**src/rtl/wave_mixer.sv**
```systemverilog
`default_nettype none
// ============================================================================
//  Module      : wave_mixer
//  Description : Pipelined signed mixer. Sums CHANNELS gated wave samples
//                through a registered adder tree, then applies sum (with
//                saturate/wrap) or average mode. Valid, mode and the
//                active summary ride alongside each sample.
//  Revision    : 1.0  initial release
// ============================================================================
module wave_mixer #(
    parameter int WIDTH    = 16,
    parameter int CHANNELS = 4,
    parameter int SATURATE = 1
) (
    input  logic                         clk,
    input  logic                         rst_n,
    input  logic [CHANNELS*WIDTH-1:0]    samples,
    input  logic [CHANNELS-1:0]          active,
    input  logic                         in_valid,
    input  logic                         mode,
    input  logic                         clr_clip,
    output logic [WIDTH-1:0]             mix,
    output logic                         out_valid,
    output logic                         active_all,
    output logic                         active_any,
    output logic                         clip,
    output logic                         clip_sticky
);

    localparam int c_log2_ch = $clog2(CHANNELS);
    localparam int c_sum_w   = WIDTH + c_log2_ch;

    // Legal WIDTH-bit range expressed at full-sum width for overflow tests.
    localparam logic signed [c_sum_w-1:0] c_sum_max =
        {{(c_log2_ch + 1){1'b0}}, {(WIDTH - 1){1'b1}}};
    localparam logic signed [c_sum_w-1:0] c_sum_min =
        {{(c_log2_ch + 1){1'b1}}, {(WIDTH - 1){1'b0}}};
    localparam logic [WIDTH-1:0] c_mix_max = {1'b0, {(WIDTH - 1){1'b1}}};
    localparam logic [WIDTH-1:0] c_mix_min = {1'b1, {(WIDTH - 1){1'b0}}};

    // Adder tree laid out as a binary heap: node n has children 2n and 2n+1,
    // leaves occupy CHANNELS..2*CHANNELS-1, node 1 is the full sum. Every
    // node is presented sign-extended to the full-sum width so that parents
    // can simply truncate to their own width.
    logic signed [c_sum_w-1:0] node_w [1:2*CHANNELS-1];

    // Leaves: gate each channel with its active bit before the first adder.
    for (genvar i = 0; i < CHANNELS; i++) begin : g_leaf
        assign node_w[CHANNELS + i] = active[i]
            ? {{c_log2_ch{samples[i*WIDTH + WIDTH - 1]}}, samples[i*WIDTH +: WIDTH]}
            : '0;
    end

    // Internal nodes: a node at depth d sits on tree level log2(CHANNELS)-d
    // and holds a WIDTH+level bit sum, which cannot overflow.
    for (genvar n = 1; n < CHANNELS; n++) begin : g_node
        localparam int c_node_w = c_sum_w - ($clog2(n + 1) - 1);

        logic signed [c_node_w-1:0] sum_d;
        logic signed [c_node_w-1:0] sum_q;

        // Pairwise sum of the two children at this level's precision.
        always_comb begin
            sum_d = c_node_w'(node_w[2*n] + node_w[2*n + 1]);
        end

        // Tree level register.
        always_ff @(posedge clk) begin
            if (!rst_n) begin
                sum_q <= '0;
            end else begin
                sum_q <= sum_d;
            end
        end

        if (c_node_w < c_sum_w) begin : g_ext
            assign node_w[n] = {{(c_sum_w - c_node_w){sum_q[c_node_w-1]}}, sum_q};
        end else begin : g_full
            assign node_w[n] = sum_q;
        end
    end

    // Sideband delay line, one stage per tree level, so each flag leaves the
    // tree together with the sum it belongs to.
    logic [c_log2_ch-1:0] vld_pipe_d,  vld_pipe_q;
    logic [c_log2_ch-1:0] mode_pipe_d, mode_pipe_q;
    logic [c_log2_ch-1:0] all_pipe_d,  all_pipe_q;
    logic [c_log2_ch-1:0] any_pipe_d,  any_pipe_q;

    // Shift the sideband flags one stage per cycle.
    always_comb begin
        vld_pipe_d     = vld_pipe_q;
        mode_pipe_d    = mode_pipe_q;
        all_pipe_d     = all_pipe_q;
        any_pipe_d     = any_pipe_q;
        vld_pipe_d[0]  = in_valid;
        mode_pipe_d[0] = mode;
        all_pipe_d[0]  = &active;
        any_pipe_d[0]  = |active;
        for (int i = 1; i < c_log2_ch; i++) begin
            vld_pipe_d[i]  = vld_pipe_q[i-1];
            mode_pipe_d[i] = mode_pipe_q[i-1];
            all_pipe_d[i]  = all_pipe_q[i-1];
            any_pipe_d[i]  = any_pipe_q[i-1];
        end
    end

    // Sideband registers.
    always_ff @(posedge clk) begin
        if (!rst_n) begin
            vld_pipe_q  <= '0;
            mode_pipe_q <= '0;
            all_pipe_q  <= '0;
            any_pipe_q  <= '0;
        end else begin
            vld_pipe_q  <= vld_pipe_d;
            mode_pipe_q <= mode_pipe_d;
            all_pipe_q  <= all_pipe_d;
            any_pipe_q  <= any_pipe_d;
        end
    end

    logic signed [c_sum_w-1:0] sum_w;
    logic                      ovf_w;
    logic                      vld_w;
    logic                      mode_w;

    logic [WIDTH-1:0] mix_d,         mix_q;
    logic             out_valid_d,   out_valid_q;
    logic             active_all_d,  active_all_q;
    logic             active_any_d,  active_any_q;
    logic             clip_d,        clip_q;
    logic             clip_sticky_d, clip_sticky_q;

    // Output stage: average/sum selection, saturation, clip and sticky flag.
    always_comb begin
        sum_w  = node_w[1];
        vld_w  = vld_pipe_q[c_log2_ch-1];
        mode_w = mode_pipe_q[c_log2_ch-1];
        ovf_w  = (sum_w > c_sum_max) || (sum_w < c_sum_min);

        mix_d = WIDTH'(sum_w);
        if (mode_w) begin
            // Arithmetic shift gives floor division; inactive channels still
            // count in the divisor.
            mix_d = WIDTH'(sum_w >>> c_log2_ch);
        end else if (ovf_w && (SATURATE != 0)) begin
            mix_d = sum_w[c_sum_w-1] ? c_mix_min : c_mix_max;
        end

        out_valid_d   = vld_w;
        active_all_d  = vld_w & all_pipe_q[c_log2_ch-1];
        active_any_d  = vld_w & any_pipe_q[c_log2_ch-1];
        clip_d        = vld_w & ~mode_w & ovf_w;
        // A new clip takes priority over a simultaneous clear.
        clip_sticky_d = clip_d | (clip_sticky_q & ~clr_clip);
    end

    // Output registers.
    always_ff @(posedge clk) begin
        if (!rst_n) begin
            mix_q         <= '0;
            out_valid_q   <= 1'b0;
            active_all_q  <= 1'b0;
            active_any_q  <= 1'b0;
            clip_q        <= 1'b0;
            clip_sticky_q <= 1'b0;
        end else begin
            mix_q         <= mix_d;
            out_valid_q   <= out_valid_d;
            active_all_q  <= active_all_d;
            active_any_q  <= active_any_d;
            clip_q        <= clip_d;
            clip_sticky_q <= clip_sticky_d;
        end
    end

    assign mix         = mix_q;
    assign out_valid   = out_valid_q;
    assign active_all  = active_all_q;
    assign active_any  = active_any_q;
    assign clip        = clip_q;
    assign clip_sticky = clip_sticky_q;

endmodule
`default_nettype wire
```
**config.mk**
```make
export PLATFORM = sky130hd
export DESIGN_NAME = wave_mixer
export DESIGN_NICKNAME = d
export VERILOG_FILES = /design/src/rtl/wave_mixer.sv
export SDC_FILE = /design/constraint.sdc
export NUM_CORES = 1
export LEC_CHECK = 0
export CAP_MARGIN = 20
export CORE_MARGIN = 8
export CORE_UTILIZATION = 45
export CTS_BUF_LIST = sky130_fd_sc_hd__clkbuf_4 sky130_fd_sc_hd__clkbuf_8
export DETAILED_ROUTE_END_ITERATION = 10
export PLACE_DENSITY = 0.81
export SLEW_MARGIN = 10
export SYNTH_ARGS = -nofsm -noshare
export SYNTH_HDL_FRONTEND = slang
export SYNTH_SLANG_ARGS = --single-unit
```
**constraint.sdc**
```tcl
create_clock -name clk -period 2.8 [get_ports clk]
set_clock_uncertainty 0.15 [all_clocks]
set_input_delay 0.28 -clock clk [delete_from_list [all_inputs] [get_ports clk]]
set_output_delay 0.28 -clock clk [all_outputs]
set_load 0.05 [all_outputs]
```
==> run summary <==
Status - finished clean
Avg Cell Area, Syn - 8.39 sq um
Drt first pass iters - 7
Port buffer count - 93
Power density cells - 468 nW/um^2
Vias - 4643
Total wire length - 12200 um
Endpoints failing hold - 0
Residual DRC - 0
Critical path class - in -> reg
Die H - 121 um
Crit. End Element - register
Total gr overflow - 0
Synth warnings - 0
Synth Flop Type - dfxtp_1
Post-route insts no fill - 869
CP bufs+invs - 3
Clock share of power - 24.0%
Number of global-route vias before repair - 4694
Async SR Flop Fraction - 0%
Area leader, netlist - dfxtp_1
Fillers - 955
Startpoint class of the critical path - input port
Worst-Margin Slew - 500 ps
M1 WL - 5330 um
Die footprint - 14700 sq um
Number of H-tree levels - 3
Avg WL per Cell - 14.0 um
Post-Syn Area - 4980 sq um
Post-CTS setup buffers - 0
Met2 WL post-DR - 5930 um
GR Util All Layers - 16.9%
Tmin final - 2660 ps
Yosys top cell area share - 32.5%
CTS Root Cell - clkbuf_8
Cells after Synth - 594
Dpl cells - 854
Worst VDD drop - 330 uV
CP delay by family, top - compound AO/OA/AOI/OAI gates
DR iter-0 viols - 276
Worst-path fanout max - 3
Synthesized flop and latch total - 81
Clock sink count - 81
Antenna-violating nets left - 0
Simple-gate share of the synthesized area - 24.4%
Cell with the most instances after synthesis - dfxtp_1
Comb pwr share - 32.7%
Seq pwr share - 43.4%
Seq/Total Area, Yosys - 32.5%
Top Metal Used - met4
Worst-path cell chain - clkdlybuf4s50_1 -> and2_1 -> ha_1 -> fa_1 -> a211oi_2 -> o21ai_1 -> a221oi_2 -> buf_4 -> buf_4 -> xor2_1 -> nor2_1
Slew Limit Fails - 0
Largest net degree at the start of global routing - 33
Top cell by count, worst path - buf_4
Tcrit/Tclk final - 94.9%
CTS Buf Count - 9
Pre-CTS WS - -255 ps
Dpl cell area - 6350 sq um
Internal power - 2.09 mW
NumNets Final - 850
Fmax - 376 MHz
Layout cell share with drive strength beyond 1 - 9.74%
Net Sw Frac - 31.6%
Largest family of logic cells by synthesized area - simple AND/OR/NAND/NOR gates
Mux contribution to synthesized area - 1.21%
Global-route wire length before repair - 20700 um
Xor/xnor share of the synthesized area - 3.69%
Met3 Routed Length - 680 um
Layout Cell Area excl Fill - 6530 sq um
Arr. time, crit path - 2730 ps
Clock Latency Late Sink - 340 ps
Placed wire-length estimate - 10100 um
CORE AREA - 10800 sq um
CTS Hold Bufs - 0
P_sw - 966 uW
Clock slew at reported path FFs - 70 ps
CTS tree - done
Ranking of synthesized cells by area - dfxtp_1, ha_1, and2_1, a21oi_1, o21ai_0
Post-synth EDFFs - 0
Chip width - 121 um
Antenna Diode Count - 0
Setup violators final - 0
Routability Congestion - 0.913
Slowest stage cell on the critical path - clkdlybuf4s50_1
Antenna violations before repair - 0
CP peak stage delay - 450 ps
Maxcap violations - 0
Required time of the worst setup path - 2880 ps
Distinct cells, synth - 57
RSZ-0062 raised after global routing - no
Io pins - 94
Via density - 5.34
Most frequent cells after synthesis - dfxtp_1, and2_1, ha_1, a21oi_1, nor2_1
Leakage power - 2.87 nW
Hold_ws - 286 ps
Slew headroom - 66.6%
Compound-gate portion of the synthesized area - 22.3%
Rows - 38
Initial core utilization - 46.0%
Post-Synth Adder-Cell Area - 13.5%
Syn Nets - 719
Setup ws final - 143 ps
HP Class - reg -> reg
Max clock buf depth - 2
Synthesis-to-finish area growth - 31.0%
## cell type report
class                   instances  area (sq um)  share of cell area, %
repair buffers                137          1270                   19.4
clock inverters                 3          17.5                  0.268
flip-flops and latches         81          1620                   24.8
clock buffers                  12           153                   2.34
multi-input cells             482          3240                   49.7
well taps                     140           175                   2.68
inverters                      14          52.6                  0.805
## through the flow
step	setup TNS [ps]	total power, mW	utilization (%)
global route	0	3.24	60.2
floorplan	0	1.98	-
CTS	0	3.07	60.2
global placement	-1350	2.32	58.6
finish	0	3.06	60.2
detailed placement	-2450	2.34	58.6
## layout by cell type (no fill, tap or decap), types with 10 or more instances in the layout
cell type	count
a21o_1	17
inv_1	14
a21oi_1	48
and2_1	80
o21ai_0	42
dfxtp_1	81
xor2_1	10
ha_1	49
clkdlybuf4s50_1	91
nor2_1	47
buf_4	44
xnor2_1	11
nand2_1	43
nor3_1	16
clkbuf_8	10
## what timing repair did
item,4_1_cts,5_1_grt
resized for setup,0,2
setup endpoints to repair,0,1
hold endpoints to repair,0,0
## flip-flops by register name (all words and copies together), names as in the netlist
register,flops
clip,1
mode_pipe_q,2
g_node.sum_q,52
out_valid,1
active_all,1
vld_pipe_q,2
any_pipe_q,2
mix,16
all_pipe_q,2
active_any,1
clip_sticky,1
## cells by family (layout without fill, tap and decap cells)
family,after synthesis,in the layout
DFF,81,81
xor gates and xnor gates,21,21
muxes,6,6
buffers and inverters,31,166
AOI/OAI and AO/OA,170,170
and+or+nand+nor,233,233
adders and majority gates,52,52
## per-layer routing
metal  track usage [%]  up-vias
met4              6.40        0
met2              30.4      131
met3              4.09       19
li1                  -     2380
met1              19.0     2113
met5                 0        -
## path summary, 6_finish.rpt
check | from | end | slack, ps | cells past startpoint
worst max-delay path | active[1] | g_node[2].sum_q[10]$_SDFF_PN0_ | 140 | 11
worst min-delay path | vld_pipe_q[0]$_SDFF_PN0_ | vld_pipe_q[1]$_SDFF_PN0_ | 290 | 1
worst max register to register | g_node[2].sum_q[0]$_SDFF_PN0_ | g_node[1].sum_q[14]$_SDFF_PN0_ | 400 | 9
worst min register to register | vld_pipe_q[0]$_SDFF_PN0_ | vld_pipe_q[1]$_SDFF_PN0_ | 290 | 1
## power groups by stage
stage                     clock [mW]  combinational (mW)  sequential [mW]
after floorplan                    0               0.510             1.47
after global placement             0               0.967             1.35
after detailed placement           0               0.990             1.35
after CTS                      0.750               0.997             1.33
after global routing           0.801                1.10             1.34
final                          0.732               0.999             1.33
Note: power is estimated with default switching activity, not from simulation.
